--- config.mk ---
export PLATFORM = sky130hd
export DESIGN_NAME = uart_rx_monitor
export DESIGN_NICKNAME = d
export VERILOG_FILES = /design/src/rtl/uart_rx_monitor_pkg.sv /design/src/rtl/uart_rx_chan.sv /design/src/rtl/uart_rx_monitor.sv
export SDC_FILE = /design/constraint.sdc
export NUM_CORES = 1
export LEC_CHECK = 0
export CAP_MARGIN = 5
export CORE_ASPECT_RATIO = 1.25
export CORE_MARGIN = 3
export CORE_UTILIZATION = 37
export DETAILED_ROUTE_END_ITERATION = 10
export MAX_ROUTING_LAYER = met4
export PLACE_DENSITY = 0.51
export SLEW_MARGIN = 20
export SYNTH_ARGS = -nofsm -noshare
export SYNTH_HDL_FRONTEND = slang
export SYNTH_SLANG_ARGS = --single-unit
--- constraint.sdc ---
create_clock -name clk -period 6.47 [get_ports clk]
set_input_delay 0.647 -clock clk [delete_from_list [all_inputs] [get_ports clk]]
set_output_delay 0.647 -clock clk [all_outputs]
set_load 0.03 [all_outputs]
--- src/rtl/uart_rx_monitor_pkg.sv ---
// Shared types and constants for the multi-channel UART receive monitor.
package uart_rx_monitor_pkg;

    typedef enum logic [2:0] {
        ST_IDLE,
        ST_START,
        ST_DATA,
        ST_PARITY,
        ST_STOP
    } rx_state_e;

    localparam int unsigned PAR_NONE = 0;
    localparam int unsigned PAR_ODD  = 1;
    localparam int unsigned PAR_EVEN = 2;

    localparam int unsigned ERR_FRAME  = 0;
    localparam int unsigned ERR_PARITY = 1;
    localparam int unsigned ERR_W      = 2;

    // Channel tag width; a single channel still gets a 1-bit tag.
    function automatic int unsigned ch_w(input int unsigned channels);
        return (channels > 1) ? $clog2(channels) : 1;
    endfunction

endpackage

--- src/rtl/uart_rx_chan.sv ---
// One monitored serial line: synchroniser, frame decoder and a one-deep holding register.
module uart_rx_chan
    import uart_rx_monitor_pkg::*;
#(
    parameter int unsigned CLKS_PER_BIT = 434,
    parameter int unsigned DATA_BITS    = 8,
    parameter int unsigned PARITY       = PAR_NONE,
    parameter int unsigned STOP_BITS    = 1
) (
    input  logic                 clk,
    input  logic                 rst,
    input  logic                 rx,
    input  logic                 gnt,
    output logic                 hold_valid,
    output logic [DATA_BITS-1:0] hold_data,
    output logic [ERR_W-1:0]     hold_err,
    output logic                 overflow
);

    localparam int unsigned CNT_W = $clog2(CLKS_PER_BIT);
    localparam int unsigned BIT_W = 3;

    logic [1:0]           sync;
    logic                 rx_s;
    logic                 tick;
    rx_state_e            state, state_n;
    logic [CNT_W-1:0]     cnt, cnt_n;
    logic [BIT_W-1:0]     bit_idx, bit_idx_n;
    logic [DATA_BITS-1:0] shreg, shreg_n;
    logic                 par_err, par_err_n;
    logic                 frm_err, frm_err_n;
    logic                 hold_valid_n;
    logic [DATA_BITS-1:0] hold_data_n;
    logic [ERR_W-1:0]     hold_err_n;
    logic                 overflow_n;

    assign rx_s = sync[1];
    assign tick = (cnt == '0);

    always_ff @(posedge clk) begin
        if (rst) begin
            sync       <= 2'b11;
            state      <= ST_IDLE;
            cnt        <= '0;
            bit_idx    <= '0;
            shreg      <= '0;
            par_err    <= 1'b0;
            frm_err    <= 1'b0;
            hold_valid <= 1'b0;
            hold_data  <= '0;
            hold_err   <= '0;
            overflow   <= 1'b0;
        end else begin
            sync       <= {sync[0], rx};
            state      <= state_n;
            cnt        <= cnt_n;
            bit_idx    <= bit_idx_n;
            shreg      <= shreg_n;
            par_err    <= par_err_n;
            frm_err    <= frm_err_n;
            hold_valid <= hold_valid_n;
            hold_data  <= hold_data_n;
            hold_err   <= hold_err_n;
            overflow   <= overflow_n;
        end
    end

    // Every sample is taken when the bit counter reaches zero, i.e. at mid-bit.
    always_comb begin
        state_n      = state;
        cnt_n        = tick ? cnt : cnt - 1'b1;
        bit_idx_n    = bit_idx;
        shreg_n      = shreg;
        par_err_n    = par_err;
        frm_err_n    = frm_err;
        hold_valid_n = hold_valid & ~gnt;
        hold_data_n  = hold_data;
        hold_err_n   = hold_err;
        overflow_n   = overflow;

        case (state)
            ST_IDLE: begin
                if (!rx_s) begin
                    cnt_n   = CNT_W'(CLKS_PER_BIT / 2 - 1);
                    state_n = ST_START;
                end
            end
            ST_START: begin
                if (tick) begin
                    if (rx_s) begin
                        state_n = ST_IDLE;
                    end else begin
                        cnt_n     = CNT_W'(CLKS_PER_BIT - 1);
                        bit_idx_n = '0;
                        par_err_n = 1'b0;
                        frm_err_n = 1'b0;
                        state_n   = ST_DATA;
                    end
                end
            end
            ST_DATA: begin
                if (tick) begin
                    cnt_n   = CNT_W'(CLKS_PER_BIT - 1);
                    shreg_n = {rx_s, shreg[DATA_BITS-1:1]};
                    if (bit_idx == BIT_W'(DATA_BITS - 1)) begin
                        bit_idx_n = '0;
                        state_n   = (PARITY == PAR_NONE) ? ST_STOP : ST_PARITY;
                    end else begin
                        bit_idx_n = bit_idx + 1'b1;
                    end
                end
            end
            ST_PARITY: begin
                if (tick) begin
                    cnt_n     = CNT_W'(CLKS_PER_BIT - 1);
                    par_err_n = (((^shreg) ^ rx_s) != (PARITY == PAR_ODD));
                    state_n   = ST_STOP;
                end
            end
            ST_STOP: begin
                if (tick) begin
                    cnt_n = CNT_W'(CLKS_PER_BIT - 1);
                    if (!rx_s) begin
                        frm_err_n = 1'b1;
                    end
                    if (bit_idx == BIT_W'(STOP_BITS - 1)) begin
                        state_n = ST_IDLE;
                        // A holding register being granted this cycle is free for the new frame.
                        if (hold_valid && !gnt) begin
                            overflow_n = 1'b1;
                        end else begin
                            hold_valid_n           = 1'b1;
                            hold_data_n            = shreg;
                            hold_err_n[ERR_FRAME]  = frm_err | ~rx_s;
                            hold_err_n[ERR_PARITY] = par_err;
                        end
                    end else begin
                        bit_idx_n = bit_idx + 1'b1;
                    end
                end
            end
            default: state_n = ST_IDLE;
        endcase
    end

endmodule

--- src/rtl/uart_rx_monitor.sv ---
// Multi-channel UART receive monitor: per-channel decoders, round-robin merge, shared FWFT FIFO.
module uart_rx_monitor
    import uart_rx_monitor_pkg::*;
#(
    parameter int unsigned CHANNELS     = 1,
    parameter int unsigned CLKS_PER_BIT = 434,
    parameter int unsigned DATA_BITS    = 8,
    parameter int unsigned PARITY       = PAR_NONE,
    parameter int unsigned STOP_BITS    = 1,
    parameter int unsigned FIFO_DEPTH   = 16
) (
    input  logic                          clk,
    input  logic                          rst,
    input  logic [CHANNELS-1:0]           rx_i,
    output logic                          out_valid_o,
    input  logic                          out_ready_i,
    output logic [DATA_BITS-1:0]          out_data_o,
    output logic [ch_w(CHANNELS)-1:0]     out_chan_o,
    output logic [ERR_W-1:0]              out_err_o,
    output logic [CHANNELS-1:0]           overflow_o
);

    localparam int unsigned CH_W    = ch_w(CHANNELS);
    localparam int unsigned ENTRY_W = CH_W + ERR_W + DATA_BITS;
    localparam int unsigned PTR_W   = $clog2(FIFO_DEPTH);
    localparam int unsigned CNT_W   = PTR_W + 1;

    logic [CHANNELS-1:0]  hold_valid;
    logic [DATA_BITS-1:0] hold_data [CHANNELS];
    logic [ERR_W-1:0]     hold_err  [CHANNELS];
    logic [CHANNELS-1:0]  gnt;

    logic [CH_W-1:0]      rr_ptr, rr_ptr_nxt, gnt_idx, cand;
    logic                 gnt_any, push, pop, full, head_free, head_load;
    logic [ENTRY_W-1:0]   push_entry;
    logic [ENTRY_W-1:0]   mem [FIFO_DEPTH];
    logic [PTR_W-1:0]     wr_ptr, rd_ptr;
    logic [CNT_W-1:0]     fifo_cnt;

    for (genvar c = 0; c < CHANNELS; c++) begin : g_chan
        uart_rx_chan #(
            .CLKS_PER_BIT (CLKS_PER_BIT),
            .DATA_BITS    (DATA_BITS),
            .PARITY       (PARITY),
            .STOP_BITS    (STOP_BITS)
        ) u_chan (
            .clk        (clk),
            .rst        (rst),
            .rx         (rx_i[c]),
            .gnt        (gnt[c]),
            .hold_valid (hold_valid[c]),
            .hold_data  (hold_data[c]),
            .hold_err   (hold_err[c]),
            .overflow   (overflow_o[c])
        );
    end

    // Round-robin search starting at rr_ptr.
    always_comb begin
        gnt_any = 1'b0;
        gnt_idx = '0;
        cand    = '0;
        for (int unsigned i = 0; i < CHANNELS; i++) begin
            cand = CH_W'((32'(rr_ptr) + i) % CHANNELS);
            if (!gnt_any && hold_valid[cand]) begin
                gnt_any = 1'b1;
                gnt_idx = cand;
            end
        end
    end

    // The output register counts as one FIFO slot; storage holds the rest.
    assign pop        = out_valid_o & out_ready_i;
    assign full       = (fifo_cnt + CNT_W'(out_valid_o)) == CNT_W'(FIFO_DEPTH);
    assign push       = gnt_any & (~full | pop);
    assign head_free  = ~out_valid_o | pop;
    assign head_load  = head_free & (fifo_cnt != '0);
    assign push_entry = {gnt_idx, hold_err[gnt_idx], hold_data[gnt_idx]};
    assign rr_ptr_nxt = (gnt_idx == CH_W'(CHANNELS - 1)) ? '0 : gnt_idx + 1'b1;

    always_comb begin
        gnt = '0;
        if (push) begin
            gnt[gnt_idx] = 1'b1;
        end
    end

    always_ff @(posedge clk) begin
        if (push) begin
            mem[wr_ptr] <= push_entry;
        end
    end

    always_ff @(posedge clk) begin
        if (rst) begin
            rr_ptr      <= '0;
            wr_ptr      <= '0;
            rd_ptr      <= '0;
            fifo_cnt    <= '0;
            out_valid_o <= 1'b0;
            out_data_o  <= '0;
            out_chan_o  <= '0;
            out_err_o   <= '0;
        end else begin
            if (push) begin
                wr_ptr <= wr_ptr + 1'b1;
                rr_ptr <= rr_ptr_nxt;
            end
            if (head_load) begin
                {out_chan_o, out_err_o, out_data_o} <= mem[rd_ptr];
                out_valid_o <= 1'b1;
                rd_ptr      <= rd_ptr + 1'b1;
            end else if (pop) begin
                out_valid_o <= 1'b0;
            end
            fifo_cnt <= fifo_cnt + CNT_W'(push) - CNT_W'(head_load);
        end
    end

endmodule
### Word-level counts from Yosys, hierarchy flattened

Memory sizes are Yosys's and may differ from the RTL's. A register that Yosys moved wholly into a read port is not among the register bits.
Index checks and enable logic that the tools add are counted.

| word-level totals | value |
|---|---|
| bits in registers | 54 |
| bits in writable memories | 160 |
| input bits | 4 |
| output and inout bits | 13 |
| logic and storage cells | 110 |
| memories kept | 1 |

| operators by class | value |
|---|---|
| add/subtract/negate cells | 7 |
| equality and inequality tests | 16 |
| multiplexer cells | 38 |
| bitwise gates (word level) | 13 |
| reductions and logical operators | 19 |

Memory list:

| name | words | width | rd ports | clocked after Yosys merged registers in | wr ports | RTL line | text |
|---|---|---|---|---|---|---|---|
| mem | 16 | 10 | 1 | 1 | 1 | uart_rx_monitor.sv:36 | `logic [ENTRY_W-1:0] mem [FIFO_DEPTH];` |

Operator list:

| kind | number |
|---|---|
| $mux 9 | 5 |
| $mux 3 | 13 |
| $pmux 9 s3 | 1 |
| $pmux 3 s5 | 1 |
| $mux 1 | 14 |
| $ne 2x1->1 const B | 6 |
| $reduce_and 4->1 | 3 |
| $add 5x1->5 | 2 |
| $logic_not 9->1 | 1 |
| $pmux 3 s3 | 1 |
| $sub 9x1->9 const B | 1 |
| $add 4x1->4 const B | 2 |
| $ne 2x2->1 const B | 4 |
| $reduce_xor 8->1 | 1 |
| $reduce_and 7->1 | 1 |
| $eq 3x2->1 const B | 2 |
| $eq 3x3->1 const B | 2 |
| $logic_not 3->1 | 2 |
| $reduce_and 6->1 | 1 |
| $reduce_bool 2->1 | 3 |
| $eq 5x5->1 const B | 1 |
| $not 1->1 | 5 |
| $reduce_and 5->1 | 1 |
| $reduce_bool 5->1 | 1 |
| 13 further kinds | 19 |

### Logic depth before layout (Yosys ltp)

| logic depth | value |
|---|---|
| word-level depth | 12 |
| mapped depth | 16 |
| mapped depth without buffers | 15 |

### By module

A second synthesis with hierarchy kept.

| unflattened totals | value |
|---|---|
| cell total of the unflattened synthesis | 620 |
| area, all modules | 9,480.3 um^2 |

Modules (own cells, without submodules):

| module | instances | cells an instance | area an instance (um^2) | sequential area each (um^2) |
|---|---|---|---|---|
| uart_rx_monitor | 1 | 394 | 7,437.1 | 5,285.1 |
| uart_rx_chan | 1 | 226 | 2,043.2 | 780.7 |

### Worst setup path before layout

No wires, ideal clock.

| path | value |
|---|---|
| kind | flip-flop to flip-flop |
| start point | register out_valid_o |
| end point | register fifo_cnt[4] |
| arrival time | 3.212 ns |
| data required time | 6.342 ns |
| slack | 3.130 ns |
| cell stages (with the launch flop) | 17 |
| buffers on the path | 1 |
| period minus slack after synthesis | 3.340 ns |
| path through | dfxtp_1 > ha_1 > ha_1 > nor3b_1 > a31o_2 > a21oi_1 > clkbuf_1 > inv_1 > ha_1 > inv_1 > ha_1 > fa_1 > a21oi_1 > nor2_1 > nor2_1 > xnor2_1 > nor2_1 |

| on the way | value |
|---|---|
| longest elaborated chain between the ends | 7 |

Ends and longest elaborated chain:

| what | RTL line | text |
|---|---|---|
| from (decl) | uart_rx_monitor.sv:15 | `output logic out_valid_o,` |
| from (signal assigned) | uart_rx_monitor.sv:100 | `out_valid_o <= 1'b0;` |
| from (signal assigned) | uart_rx_monitor.sv:111 | `out_valid_o <= 1'b1;` |
| from (signal assigned) | uart_rx_monitor.sv:114 | `out_valid_o <= 1'b0;` |
| $add 5x1->5 | uart_rx_monitor.sv:74 | `assign full = (fifo_cnt + CNT_W'(out_valid_o)) == CNT_W'(FIFO_DEPTH);` |
| $eq 5x5->1 | uart_rx_monitor.sv:74 |  |
| $not 1->1 | uart_rx_monitor.sv:75 | `assign push = gnt_any & (~full \| pop);` |
| $or 1x1->1 | uart_rx_monitor.sv:75 |  |
| $and 1x1->1 | uart_rx_monitor.sv:75 |  |
| $add 5x1->5 | uart_rx_monitor.sv:116 | `fifo_cnt <= fifo_cnt + CNT_W'(push) - CNT_W'(head_load);` |
| $sub 5x1->5 (*) | uart_rx_monitor.sv:116 |  |
| to (signal assigned) | uart_rx_monitor.sv:116 |  |
| to (decl) | uart_rx_monitor.sv:38 | `logic [CNT_W-1:0] fifo_cnt;` |

Mark *: on every way between the ends. The rest lies on a longest branch, timed or not.
A chain may end at the register's enable or synchronous reset.

### Worst setup path in the final report

Same ends and word-level chain as after synthesis.

==> Flow_metrics.wiki <==
{| class="wikitable"
! Metric !! Value
|-
| Outcome || completed
|-
| Clk_lat worst skew || ~500 ps
|-
| Crit Path Max Fanout || 17
|-
| Clock period minus final worst setup slack || roughly 3300 ps
|-
| Fmax || 0.303 GHz
|-
| Worst setup margin || 3170 ps
|-
| First-pass DRT Iterations || 4
|-
| Worst IR drop on VDD || between 0.00015 and 0.0002 V
|-
| Clock Tree Root || sky130_fd_sc_hd__clkbuf_16
|-
| Crit. End Element || flop
|-
| Cell area power density || around 360 nW/µm²
|-
| Final hold violation count || 0
|-
| Dominant cell by count in the synthesized netlist || sky130_fd_sc_hd__edfxtp_1
|-
| Register bit count reported by yosys || 223
|-
| Synth cell types || 60
|-
| Number of max-cap violations || 0
|-
| Post-CTS clock slew at the launch and capture registers of the worst setup and hold paths || 60 ps
|-
| Setup slack of the worst register-to-register path || between 3000 and 4000 ps
|-
| Number of cells produced by synthesis || 598
|-
| Register area share after synthesis || 0.661
|-
| Initial Utilization || 0.382
|-
| Biggest area contributors in the synthesized netlist || sky130_fd_sc_hd__edfxtp_1 52%, sky130_fd_sc_hd__dfxtp_1 14%, sky130_fd_sc_hd__mux4_2 9.8%
|-
| Cells on Worst Hold Path || 1
|-
| Post-synthesis area per instance || 15.4 µm²
|-
| CTS Buf Count || 24
|-
| Fraction of layout cells with a size suffix above 1 || 0.162
|-
| Critical register-to-register path endpoint || fifo_cnt[4]$_SDFF_PP0_
|-
| Number of remaining DRC errors || 0
|-
| Critical path required time || approximately 6800 ps
|-
| Gp weighted congestion || 0.727
|-
| Vias per inst || roughly 5
|-
| Slowest cell on crit path || sky130_fd_sc_hd__fa_1
|-
| Post-CTS Setup Bufs || 0
|-
| Share of Yosys cell area claimed by the top area cell type || 0.523
|-
| Number of antenna violations at the first check in global routing || 0
|-
| Number of inserted filler cells in the final layout || around 2,200
|-
| Max Slew Vio Count || 0
|-
| # diodes || 0
|-
| TritonCTS clock tree || built
|-
| Combined area of all synthesized cells || 9180 µm²
|-
| Syn. warnings || 0
|-
| Class of the most critical hold timing path || flop to flop
|-
| Row cnt || between 60 and 70
|-
| Final cell count without fillers || between 900 and 1,000
|-
| Clk sinks || 223
|-
| Cell taking the most area after synthesis || sky130_fd_sc_hd__edfxtp_1
|-
| Total global routing overflow || 0
|-
| Resized Gates After CTS || 0
|-
| Number of buffers on the longest clock path || 3
|-
| Number of setup violations in the final report || 0
|-
| Startpoint Class || flop
|-
| Vertical die dimension || 182 µm
|-
| Most instantiated flip-flop cell in the synthesis netlist || sky130_fd_sc_hd__edfxtp_1
|-
| Clock skew || about 19 ps
|-
| Boundary Pins || 17
|-
| Tot GR Track Use || 0.142
|-
| Worst min-delay path startpoint || g_chan[0].u_chan.sync[0]$_SDFF_PP1_
|-
| Maximum number of pins on one net before global-route repair || 47
|-
| Category of the most critical setup path || flop to flop
|-
| Count of flip-flops with a built-in enable after synthesis || 160
|-
| Core box area || approximately 24,000 µm²
|-
| Top cells by count, synth || 160 x sky130_fd_sc_hd__edfxtp_1, 63 x sky130_fd_sc_hd__dfxtp_1, 47 x sky130_fd_sc_hd__nor2_1
|-
| Number of cells on the worst reg-to-reg path || 15
|-
| Routed wire length || 18,000 µm
|-
| Port Buffers || 15
|-
| FFs w/ async S/R, synth || 0
|-
| Syn Nets || 623
|-
| HPWL reported at the end of detailed placement || about 11,000 µm
|-
| DP Cell Count || 910
|-
| Setup tns final || 0 ps
|-
| Die span in x || 147 µm
|-
| Final Power || 3760 µW
|-
| Total vias in the final route || ~5,000
|-
| P&R area growth vs syn || 12.5%
|-
| Transition time of the tightest slew-check pin || roughly 870 ps
|-
| Launch point of the worst reg-to-reg path || out_valid_o$_SDFFE_PP0P_
|-
| Setup WS pre-CTS || between 2000 and 3000 ps
|-
| Leakage || roughly 0.0037 µW
|-
| Largest incremental delay on the critical path || 400 ps
|-
| Worst-case hold path end point || g_chan[0].u_chan.sync[1]$_SDFF_PP1_
|-
| Iter 0 DRT Violations || ~250
|-
| Portion of the clock cycle consumed by the worst path in the final layout || 0.510
|-
| Die footprint || about 27,000 µm²
|-
| Share of the core filled with cells || 0.430
|-
| Layout net count || 636
|-
| Cts hold-fix bufs || 0
|-
| # H-tree levels || 1
|-
| Unrepaired setup endpoints after global routing || false
|-
| Signal arrival time at the worst endpoint || roughly 3700 ps
|-
| Final routed wire length divided by cell count || 18.8 µm
|-
| Critical path, cell by cell || ha_1 > ha_1 > a211o_1 > nor4_2 > a21oi_2 > inv_1 > ha_1 > inv_1 > ha_1 > fa_1 > a21oi_1 > nor2_1 > nor2_1 > xnor2_1 > nor2_1
|-
| Wire length of the first global-routing pass || between 20,000 and 30,000 µm
|-
| Critical Path Most Common Cell || sky130_fd_sc_hd__ha_1
|-
| Number of nets still failing antenna checks after routing || 0
|-
| Worst slew slack as a fraction of its limit || 0.417
|-
| Via count of the first global-routing pass || between 5,000 and 6,000
|}
-- state kept, by name, summed over array words and instances, names as in the netlist --
signal,flops
g_chan.u_chan.hold_valid,1
g_chan.u_chan.sync,2
g_chan.u_chan.shreg,8
out_data_o,8
out_err_o,2
g_chan.u_chan.frm_err,1
rd_ptr,4
mem,160
g_chan.u_chan.hold_data,8
g_chan.u_chan.bit_idx,3
g_chan.u_chan.overflow,1
wr_ptr,4
fifo_cnt,5
g_chan.u_chan.cnt,9
g_chan.u_chan.par_err,1
g_chan.u_chan.state,3
out_valid_o,1
g_chan.u_chan.hold_err,2
-- worst max-delay path, delay by kind of cell, from the launching register on --
kind	cells	cell delay, ps
simple gates	4	580
buf+inv	2	150
xor+xnor	1	130
fa+ha+maj	5	1240
flops	1	340
compound gates	3	730
-- worst max path at each step --
stage | slack (ps) | cells after the start | start | endpoint
5_1_grt | 2800 | 15 | fifo_cnt[0]$_SDFF_PP0_ | fifo_cnt[4]$_SDFF_PP0_
4_1_cts | 2840 | 15 | fifo_cnt[0]$_SDFF_PP0_ | fifo_cnt[4]$_SDFF_PP0_
3_3_place_gp | 2710 | 14 | out_ready_i | fifo_cnt[4]$_SDFF_PP0_
2_1_floorplan | 3130 | 16 | out_valid_o$_SDFFE_PP0P_ | fifo_cnt[4]$_SDFF_PP0_
6_report | 3170 | 15 | out_valid_o$_SDFFE_PP0P_ | fifo_cnt[4]$_SDFF_PP0_
3_5_place_dp | 2570 | 14 | out_ready_i | fifo_cnt[4]$_SDFF_PP0_
-- area by class of cell --
class	count	area [µm²]	share of cell area
multi-input combinational	323	2900	0.280
sequential	223	6070	0.588
timing repair buffer	20	183	0.0177
tap	325	407	0.0394
inverter	19	71.3	0.00690
clock inverter	14	77.6	0.00751
clock buffer	30	623	0.0603
-- per-layer routing --
layer	track usage	wire, µm	up-vias
li1	-	-	2319
met2	0.248	9210	65
met5	-	0	-
met1	0.175	7930	2473
met4	0.0301	201	0
met3	0.0224	609	17
-- power by group --
part           internal, µW  switching, µW
Sequential             1580            104
Clock                   684            536
Combinational           401            454
-- cells by family (layout without fill, tap and decap cells) --
logic type      count (synthesis)  after routing  synth area share
other cells                     1              1          0.000408
simple gates                  131            131            0.0774
xor+xnor                       21             21            0.0200
fa+ha+maj                      21             21            0.0294
buf+inv                        52             83            0.0247
compound gates                 80             80            0.0562
mux                            69             69             0.131
flops                         223            223             0.661
-- cell usage in the layout, fill, tap and decap left out, drive strengths merged, types with 13 or more instances in the layout --
master / Yosys / final
clkbuf: 21 / 30
a21oi: 23 / 23
mux2i: 19 / 19
nand2: 13 / 13
edfxtp: 160 / 160
ha: 20 / 20
dfxtp: 63 / 63
nor2: 47 / 47
and3: 14 / 14
xnor2: 13 / 13
clkdlybuf4s50: 0 / 14
clkinv: 0 / 13
o22ai: 22 / 22
mux4: 40 / 40
inv: 19 / 19
-- through the flow --
stage               cell area [µm²]  hold WS (ps)
finish                        10300           410
global route                  10300           433
CTS                           10300           415
detailed placement             9620           400
global placement               9620           401
floorplan                      9180           389
Power figures use the tool's default switching activity.
